### config.mk
export PLATFORM = sky130hd
export DESIGN_NAME = pc_sequencer
export DESIGN_NICKNAME = d
export VERILOG_FILES = /design/src/rtl/pc_seq_pkg.sv /design/src/rtl/ret_stack.sv /design/src/rtl/pc_sequencer.sv
export SDC_FILE = /design/constraint.sdc
export NUM_CORES = 1
export LEC_CHECK = 0
export CAP_MARGIN = 20
export CORE_MARGIN = 8
export CORE_UTILIZATION = 45
export DETAILED_ROUTE_END_ITERATION = 8
export DONT_BUFFER_PORTS = 1
export GPL_ROUTABILITY_DRIVEN = 0
export SLEW_MARGIN = 20
export SYNTH_ARGS = -nofsm -noshare
export SYNTH_HDL_FRONTEND = slang
export SYNTH_SLANG_ARGS = --single-unit
export TNS_END_PERCENT = 100
### constraint.sdc
create_clock -name clk -period 3.3 [get_ports clk]
set_clock_uncertainty 0.2 [all_clocks]
set_input_delay 0.66 -clock clk [delete_from_list [all_inputs] [get_ports clk]]
set_output_delay 0.66 -clock clk [all_outputs]
set_load 0.02 [all_outputs]
### src/rtl/pc_seq_pkg.sv
// pc_seq_pkg -- shared definitions for the program-counter run controller.
//
// Contents:
//    state_t              run-controller states (IDLE, CLEAR, RUN, DONE, ERROR)
//    DEFAULT_STACK_DEPTH  default number of return-address stack entries
//    CNT_W                width of the optional RUN-cycle counter
//
// Optional feature macro used by pc_sequencer: PC_SEQ_CYCLE_COUNT_EN.
package pc_seq_pkg;

   typedef enum logic [2:0] {
      ST_IDLE  = 3'd0,
      ST_CLEAR = 3'd1,
      ST_RUN   = 3'd2,
      ST_DONE  = 3'd3,
      ST_ERROR = 3'd4
   } state_t;

   localparam int DEFAULT_STACK_DEPTH = 4;
   localparam int CNT_W               = 16;

endpackage : pc_seq_pkg

### src/rtl/ret_stack.sv
// ret_stack -- parameterised LIFO holding return addresses.
//
// Parameters:
//    D      entry width in bits
//    DEPTH  number of entries (power of two, >= 2)
//
// Ports:
//    clk       in   system clock
//    reset     in   asynchronous active-high reset (empties stack, zeroes entries)
//    clear_i   in   synchronous empty request (depth -> 0)
//    push_i    in   write data_i above the current top (ignored when full)
//    pop_i     in   remove the top entry (ignored when empty)
//    replace_i in   overwrite the top entry with data_i, depth unchanged
//    data_i    in   value to push / replace
//    top_o     out  top entry, 0 when empty
//    depth_o   out  number of valid entries (0..DEPTH)
//    full_o    out  depth == DEPTH
//    empty_o   out  depth == 0
//
// The caller decides which operations are legal; this block only refuses
// operations that would corrupt its own bookkeeping.
module ret_stack #(
   parameter int D     = 10,
   parameter int DEPTH = 4
) (
   input  logic                       clk,
   input  logic                       reset,
   input  logic                       clear_i,
   input  logic                       push_i,
   input  logic                       pop_i,
   input  logic                       replace_i,
   input  logic [D-1:0]               data_i,
   output logic [D-1:0]               top_o,
   output logic [$clog2(DEPTH):0]     depth_o,
   output logic                       full_o,
   output logic                       empty_o
);

   localparam int AW = $clog2(DEPTH);

   logic [AW:0]                depth_q, depth_d;
   logic [DEPTH-1:0][D-1:0]    entries;
   logic [AW-1:0]              top_idx;

   assign full_o  = (depth_q == (AW+1)'(DEPTH));
   assign empty_o = (depth_q == '0);
   assign depth_o = depth_q;

   // Index of the current top; only meaningful when not empty.
   assign top_idx = AW'(depth_q - 1'b1);
   assign top_o   = empty_o ? '0 : entries[top_idx];

   always_comb begin
      depth_d = depth_q;
      if (clear_i) begin
         depth_d = '0;
      end else if (push_i && !full_o) begin
         depth_d = depth_q + 1'b1;
      end else if (pop_i && !empty_o) begin
         depth_d = depth_q - 1'b1;
      end
   end

   always_ff @(posedge clk or posedge reset) begin
      if (reset) begin
         depth_q <= '0;
      end else begin
         depth_q <= depth_d;
      end
   end

   // One register per slot. A push writes the slot just above the top,
   // a replace rewrites the slot holding the top.
   generate
      for (genvar gi = 0; gi < DEPTH; gi++) begin : g_slot
         localparam logic [AW:0] SLOT_AT    = (AW+1)'(gi);
         localparam logic [AW:0] SLOT_ABOVE = (AW+1)'(gi + 1);
         logic [D-1:0] slot_q;

         always_ff @(posedge clk or posedge reset) begin
            if (reset) begin
               slot_q <= '0;
            end else if (!clear_i) begin
               if (push_i && depth_q == SLOT_AT) begin
                  slot_q <= data_i;
               end else if (replace_i && depth_q == SLOT_ABOVE) begin
                  slot_q <= data_i;
               end
            end
         end

         assign entries[gi] = slot_q;
      end
   endgenerate

endmodule : ret_stack

### src/rtl/pc_sequencer.sv
// pc_sequencer -- run controller for the program counter and owner of the
// hardware return-address stack.
//
// Parameters:
//    D            PC width in bits
//    STACK_DEPTH  return-address stack entries (power of two, >= 2)
//
// Ports:
//    clk             in   system clock
//    reset           in   asynchronous active-high reset
//    start           in   one-cycle pulse, begins or restarts a run
//    programCounter  in   current PC value
//    callEn          in   decoded call instruction
//    retEn           in   decoded return instruction
//    haltEn          in   decoded halt instruction
//    stallReq        in   current instruction not complete
//    pcClear         out  PC clear (high for the single CLEAR cycle)
//    pcHold          out  PC must keep its value this cycle
//    retTarget       out  top-of-stack return address (0 when empty)
//    retValid        out  return accepted, PC loads retTarget
//    running         out  state is RUN
//    done            out  run finished (normal or error)
//    stackErr        out  stack overflow/underflow ended this run
//    cycleCount      out  RUN cycles this run, saturating
//                         (present only with PC_SEQ_CYCLE_COUNT_EN)
//
// Build option: define PC_SEQ_CYCLE_COUNT_EN to add the cycleCount port
// and its counter.
module pc_sequencer
   import pc_seq_pkg::*;
#(
   parameter int D           = 10,
   parameter int STACK_DEPTH = DEFAULT_STACK_DEPTH
) (
   input  logic             clk,
   input  logic             reset,
   input  logic             start,
   input  logic [D-1:0]     programCounter,
   input  logic             callEn,
   input  logic             retEn,
   input  logic             haltEn,
   input  logic             stallReq,
   output logic             pcClear,
   output logic             pcHold,
   output logic [D-1:0]     retTarget,
   output logic             retValid,
   output logic             running,
   output logic             done,
`ifdef PC_SEQ_CYCLE_COUNT_EN
   output logic             stackErr,
   output logic [CNT_W-1:0] cycleCount
`else
   output logic             stackErr
`endif
);

   localparam int AW = $clog2(STACK_DEPTH);

   state_t state_q, state_d;

   logic [D-1:0] stack_top;
   logic [AW:0]  stack_depth;
   logic         stack_full;
   logic         stack_empty;
   logic [D-1:0] push_data;

   logic in_run;
   logic accept;
   logic call_acc;
   logic ret_acc;
   logic has_entry;
   logic underflow;
   logic overflow;
   logic do_push;
   logic do_pop;
   logic do_replace;
   logic stack_clear;

   // An instruction is only acted on in RUN when it is complete and no
   // restart or halt takes priority over it.
   assign in_run    = (state_q == ST_RUN);
   assign accept    = in_run & ~stallReq & ~start & ~haltEn;
   assign call_acc  = accept & callEn;
   assign ret_acc   = accept & retEn;
   assign has_entry = (stack_depth != '0);

   // A return with nothing to return to is an error even when paired with
   // a call; a lone call into a full stack is an error. A call+return pair
   // on a full stack is fine because it only replaces the top.
   assign underflow  = ret_acc & stack_empty;
   assign overflow   = call_acc & ~retEn & stack_full;
   assign do_push    = call_acc & ~retEn & ~stack_full;
   assign do_pop     = ret_acc & ~callEn & has_entry;
   assign do_replace = call_acc & retEn & has_entry;

   assign push_data   = programCounter + D'(1);
   assign stack_clear = (state_q == ST_CLEAR);

   ret_stack #(
      .D     (D),
      .DEPTH (STACK_DEPTH)
   ) u_ret_stack (
      .clk       (clk),
      .reset     (reset),
      .clear_i   (stack_clear),
      .push_i    (do_push),
      .pop_i     (do_pop),
      .replace_i (do_replace),
      .data_i    (push_data),
      .top_o     (stack_top),
      .depth_o   (stack_depth),
      .full_o    (stack_full),
      .empty_o   (stack_empty)
   );

   always_ff @(posedge clk or posedge reset) begin
      if (reset) begin
         state_q <= ST_IDLE;
      end else begin
         state_q <= state_d;
      end
   end

   always_comb begin
      state_d = state_q;
      case (state_q)
         ST_IDLE: begin
            if (start) state_d = ST_CLEAR;
         end
         ST_CLEAR: begin
            state_d = ST_RUN;
         end
         ST_RUN: begin
            if (start) begin
               state_d = ST_CLEAR;
            end else if (!stallReq) begin
               if (haltEn) begin
                  state_d = ST_DONE;
               end else if (underflow || overflow) begin
                  state_d = ST_ERROR;
               end
            end
         end
         ST_DONE, ST_ERROR: begin
            if (start) state_d = ST_CLEAR;
         end
         default: begin
            state_d = ST_IDLE;
         end
      endcase
   end

   assign pcClear   = (state_q == ST_CLEAR);
   assign running   = in_run;
   assign done      = (state_q == ST_DONE) || (state_q == ST_ERROR);
   // The error flag lives in the state itself: it is set on entering ERROR
   // and cleared by the CLEAR state of the next run.
   assign stackErr  = (state_q == ST_ERROR);
   assign pcHold    = in_run ? stallReq : 1'b1;
   assign retValid  = ret_acc & has_entry;
   assign retTarget = stack_top;

`ifdef PC_SEQ_CYCLE_COUNT_EN
   logic [CNT_W-1:0] cnt_q, cnt_d;

   // Counts every RUN cycle, stalls included, and sticks at all-ones.
   always_comb begin
      cnt_d = cnt_q;
      if (state_q == ST_CLEAR) begin
         cnt_d = '0;
      end else if (in_run && cnt_q != '1) begin
         cnt_d = cnt_q + 1'b1;
      end
   end

   always_ff @(posedge clk or posedge reset) begin
      if (reset) begin
         cnt_q <= '0;
      end else begin
         cnt_q <= cnt_d;
      end
   end

   assign cycleCount = cnt_q;
`endif

endmodule : pc_sequencer

---- Word-level counts from Yosys, hierarchy flattened ----
Cells that the tools add are included.
storage, ports and cells
  bits in registers ....................... 46
  input port bits ......................... 17
  output and inout bits ................... 16
  logic and storage cells ................. 91
cells by class
  add/sub/neg operators ................... 3
  magnitude comparators ................... 1
  eq/ne operators ......................... 11
  muxes and demuxes ....................... 21
  bitwise gates (word level) .............. 21
  reduce and logical (&&, ||, !) cells .... 28
operator list
  cell                   number
  $mux 10                10
  $mux 3                 8
  $bmux 10 s2            1
  $and 1x1->1            14
  $eq 3x2->1 const B     4
  $add 10x1->10 const B  1
  $logic_and 1x1->1      10
  $pmux 3 s3             1
  $reduce_and 2->1       4
  $reduce_bool 2->1      4
  $not 1->1              7
  $eq 3x1->1 const B     2
  $eq 3x3->1 const B     2
  $logic_not 3->1        2
  $reduce_bool 3->1      2
  $ne 4x3->1 const B     1
  $add 3x1->3 const B    1
  $lt 2x3->1 const B     1
  $ne 3x3->1 const B     1
  $reduce_and 3->1       1
  $reduce_or 3->1        1
  $sub 3x1->3 const B    1
  $logic_not 1->1        2
  $logic_or 1x1->1       2
  2 further kinds        2

---- Logic depth before layout (Yosys ltp) ----
  word-level depth ........................ 13
  depth in mapped cells ................... 10
  gate-level depth less buffers ........... 6

---- Hierarchy ----
A second synthesis with hierarchy kept.
unflattened totals
  cell total of the unflattened synthesis .. 203
  area, all modules ....................... 2,670.1 µm²
modules (own cells, without submodules)
  module        instances  cells each  area an instance (µm²)  sequential area each (µm²)
  ret_stack     1          151         2,234.6                 1,076.0
  pc_sequencer  1          52          435.4                   75.1

---- Worst setup path before layout ----
OpenSTA, ideal clock, no wires.
  path type ............................... reg2out
  start point ............................. reg u_ret_stack.depth_q[0], in the netlist u_ret_stack.depth_o[0]
  end point ............................... out retTarget[3]
  data arrival time ....................... 2,098 ps
  required time ........................... 2,440 ps
  slack ................................... 342 ps
  cell stages (with the launch flop) ...... 7
  path buffers ............................ 2
  cells stage by stage .................... dfrtp_1 -> buf_2 -> inv_1 -> ha_1 -> clkbuf_1 -> mux4_2 -> and2_1
between the ends
  longest elaborated chain between the ends .. 4
  elaborated cells between the ends (all ways) .. 5
  classes of those cells .................. add/sub (1); mux (3); reduce/logical (1)
ends and longest elaborated chain
  element                        RTL line            text
  from (decl)                    ret_stack.sv:41     logic [AW:0] depth_q, depth_d;
  from (signal assigned)         ret_stack.sv:68     depth_q <= depth_d;
  $sub 3x1->3                    ret_stack.sv:50     assign top_idx = AW'(depth_q - 1'b1);
  $bmux 10 s2                    ret_stack.sv:51     assign top_o = empty_o ? '0 : entries[top_idx];
  $mux 10 (implied by the code)  ret_stack.sv:51
  $mux 10 (*)                    ret_stack.sv:51
  to (decl)                      pc_sequencer.sv:45  output logic [D-1:0] retTarget,
Mark *: on every way between the ends. The rest lies on a longest branch, timed or not. The select of a mux whose other input is x is not followed.

---- Final worst setup path ----
  start point ............................. reg u_ret_stack.depth_q[1], in the netlist u_ret_stack.depth_o[1]
  end point ............................... out retTarget[8]
The elaborated chain is that of the path after synthesis.

==> reports/metrics.csv <==
metric;value;unit
Final Cycle Share;0.888;
sequential fraction of the synthesis area;0.427;
total of warnings raised by yosys;0;
insertion delay of the later-clocked pin in the worst-skew pair;0.29;ns
outcome;completed;
number of gates resized after cts;0;
number of fill cells in the layout;545;
num rows;28;
crit path capture type;primary output;
average detailed-routed wire length per instance;18.0;µm
end point of the critical path;retTarget[8];
dominant register cell in the synthesized netlist;dfrtp_1;
CP required;2.44;ns
Cell Area, Synth;0.00270;mm²
most common cell after layout, fill and taps aside;dfrtp_1;
Die Area;0.00872;mm²
Initial DRT Pass Iterations;4;
commonest cells after routing, fill and taps aside;dfrtp_1, mux2_2, nand2_1, nor2_1;
type of the worst setup path;flop to primary output;
capturing point of the worst reg2reg path;u_ret_stack.g_slot[2].slot_q[8];
antenna cell count;0;
worst-case register-to-register setup slack;0.78;ns
final-layout setup total negative slack;0;ns
highest attainable clock frequency;341;MHz
Max Buffers Root-to-Sink;2;
maximum number of pins on one net before global-route repair;47;
share of async-settable or async-resettable flops after synthesis;1.00;
routed vias/inst;5.45;
pre-CTS worst setup slack;0.687;ns
DRC violation count after routing;0;
share of final-layout standard cells stronger than drive strength 1;0.198;
final core area utilization;0.483;
pin slew with the least headroom to its limit;0.805;ns
syn_nets;266;
worst reg2reg path depth;6;
Detail Placement HPWL;4.10;mm
clock transition at the registers of the reported paths;0.08;ns
leakage power total;1.27;nW
TritonCTS clock tree;done;
violation count after the first detailed-route iteration;62;
core region area;0.00585;mm²
setup bufs post-CTS;0;
root buffer cell;clkbuf_8;
setup repair after global routing missed its margin;false;
initial core utilization;0.461;
Critical Path Start Type;flop;
number of synthesized register bits;46;
initial antenna violation count;0;
CP max FO;7;
Clock Sinks;46;
via total after detailed routing;1728;
worst r2r src;u_ret_stack.depth_o[1];
smallest hold slack;0.175;ns
final setup fails;0;
number of buffers created by CTS;5;
number of nets with antenna violations after detailed routing;0;
EDFF count, synth;0;
minimum period implied by the final worst setup slack;2.93;ns
placement-stage cell area;0.00275;mm²
total placed cells including tap cells;310;
instance count of the mapped netlist;242;
Final Net Count;266;
max-slew violation count;0;
total routing resource utilization after global routing;0.141;
type of the most critical hold path;input pin to async pin;
number of hold buffers added after cts;0;
die width;93.4;µm
minimum setup slack in the final design;0.371;ns
Finished Cell Area;0.00282;mm²
Fin. Hold Viols;0;
Port-buffer cells;0;
vias in the first global route;1844;
maximum VDD drop;0.270;mV
Maximum Capacitance Violations;0;
# H-tree levels;2;
total wire length after detailed routing;5.70;mm
non-filler instance count after layout;317;
Overflow after GRT;0;
total chip power;1.40;mW
height of the chip;93.4;µm
number of unique standard cell types used by synthesis;49;
Top-Level Pins;33;
CP Data Arrival Time;2.07;ns
first element of the critical path;u_ret_stack.depth_o[1];
first-pass GRT wire length;9.72;mm
layout overhead on the synthesized area;4.78;%
synthesized area per cell;11.1;µm²
normalized max-slew margin;0.463;
Pwr Density;496;mW/mm²
worst min path at each step:
stage          cells past startpoint                              end                             from  slack [ns]
6_report                           1  u_ret_stack.g_slot[0].slot_q[4]                            reset        0.17
5_1_grt                            1                       state_q[1]                            reset        0.24
4_1_cts                            1  u_ret_stack.g_slot[1].slot_q[0]                programCounter[0]        0.24
3_5_place_dp                       2  u_ret_stack.g_slot[0].slot_q[9]  u_ret_stack.g_slot[0].slot_q[9]        0.27
3_3_place_gp                       2  u_ret_stack.g_slot[0].slot_q[0]  u_ret_stack.g_slot[0].slot_q[0]        0.26
2_1_floorplan                      2  u_ret_stack.g_slot[0].slot_q[0]  u_ret_stack.g_slot[0].slot_q[0]        0.24
cells by family after synthesis:
logic type | Yosys count | share of synthesized area
buf+inv | 24 | 0.0450
mux | 32 | 0.175
compound gates | 43 | 0.106
flops | 46 | 0.427
simple gates | 72 | 0.156
fa+ha+maj | 7 | 0.0325
xor+xnor | 18 | 0.0585
final cells by class:
type / count / area, µm² / area share
well taps: 75 / 93.8 / 0.0332
repair buffers: 4 / 30.0 / 0.0106
multi-input cells: 172 / 1420 / 0.504
clock buffers: 7 / 76.3 / 0.0270
flip-flops and latches: 46 / 1150 / 0.408
inverters: 13 / 50.0 / 0.0177
cell usage after synthesis (all sizes together), types with 3 or more instances:
cell,count,area (µm²)
xor2,8,70.1
ha,7,87.6
nor2b,3,18.8
clkbuf,3,11.3
nand2,17,71.3
mux2,20,225
mux4,10,225
inv,13,48.8
xnor2,10,87.6
dfrtp,46,1150
and2,10,62.6
nor2,14,60.1
nand3,7,40.0
o21ai,12,60.1
nor3b,4,35.0
a211oi,4,30.0
nor3,3,15.0
buf,8,61.3
a21oi,13,76.3
critical path, stage by stage (launching register included):
cell	delay, ns
dfrtp_1	0.38
inv_1	0.09
ha_1	0.49
buf_4	0.25
mux4_2	0.32
and2_1	0.25
sequential cells by signal (all words and copies together), names as in the netlist:
name                       cells
state_q                        3
u_ret_stack.depth_o            3
u_ret_stack.g_slot.slot_q     40
layer usage:
| layer | track usage | vias to the layer above | routed length [µm] |
|---|---|---|---|
| li1 | - | 854 | - |
| met1 | 0.183 | 837 | 2790 |
| met2 | 0.222 | 31 | 2560 |
| met3 | 0.0465 | 6 | 315 |
| met4 | 0.0322 | 0 | 36 |
| met5 | 0 | - | 0 |
power by group:
part / switching, mW / internal [mW]
combinational: 0.211 / 0.142
clock: 0.178 / 0.146
sequential: 0.0756 / 0.648
total: 0.464 / 0.937
Power figures use the tool's default switching activity.
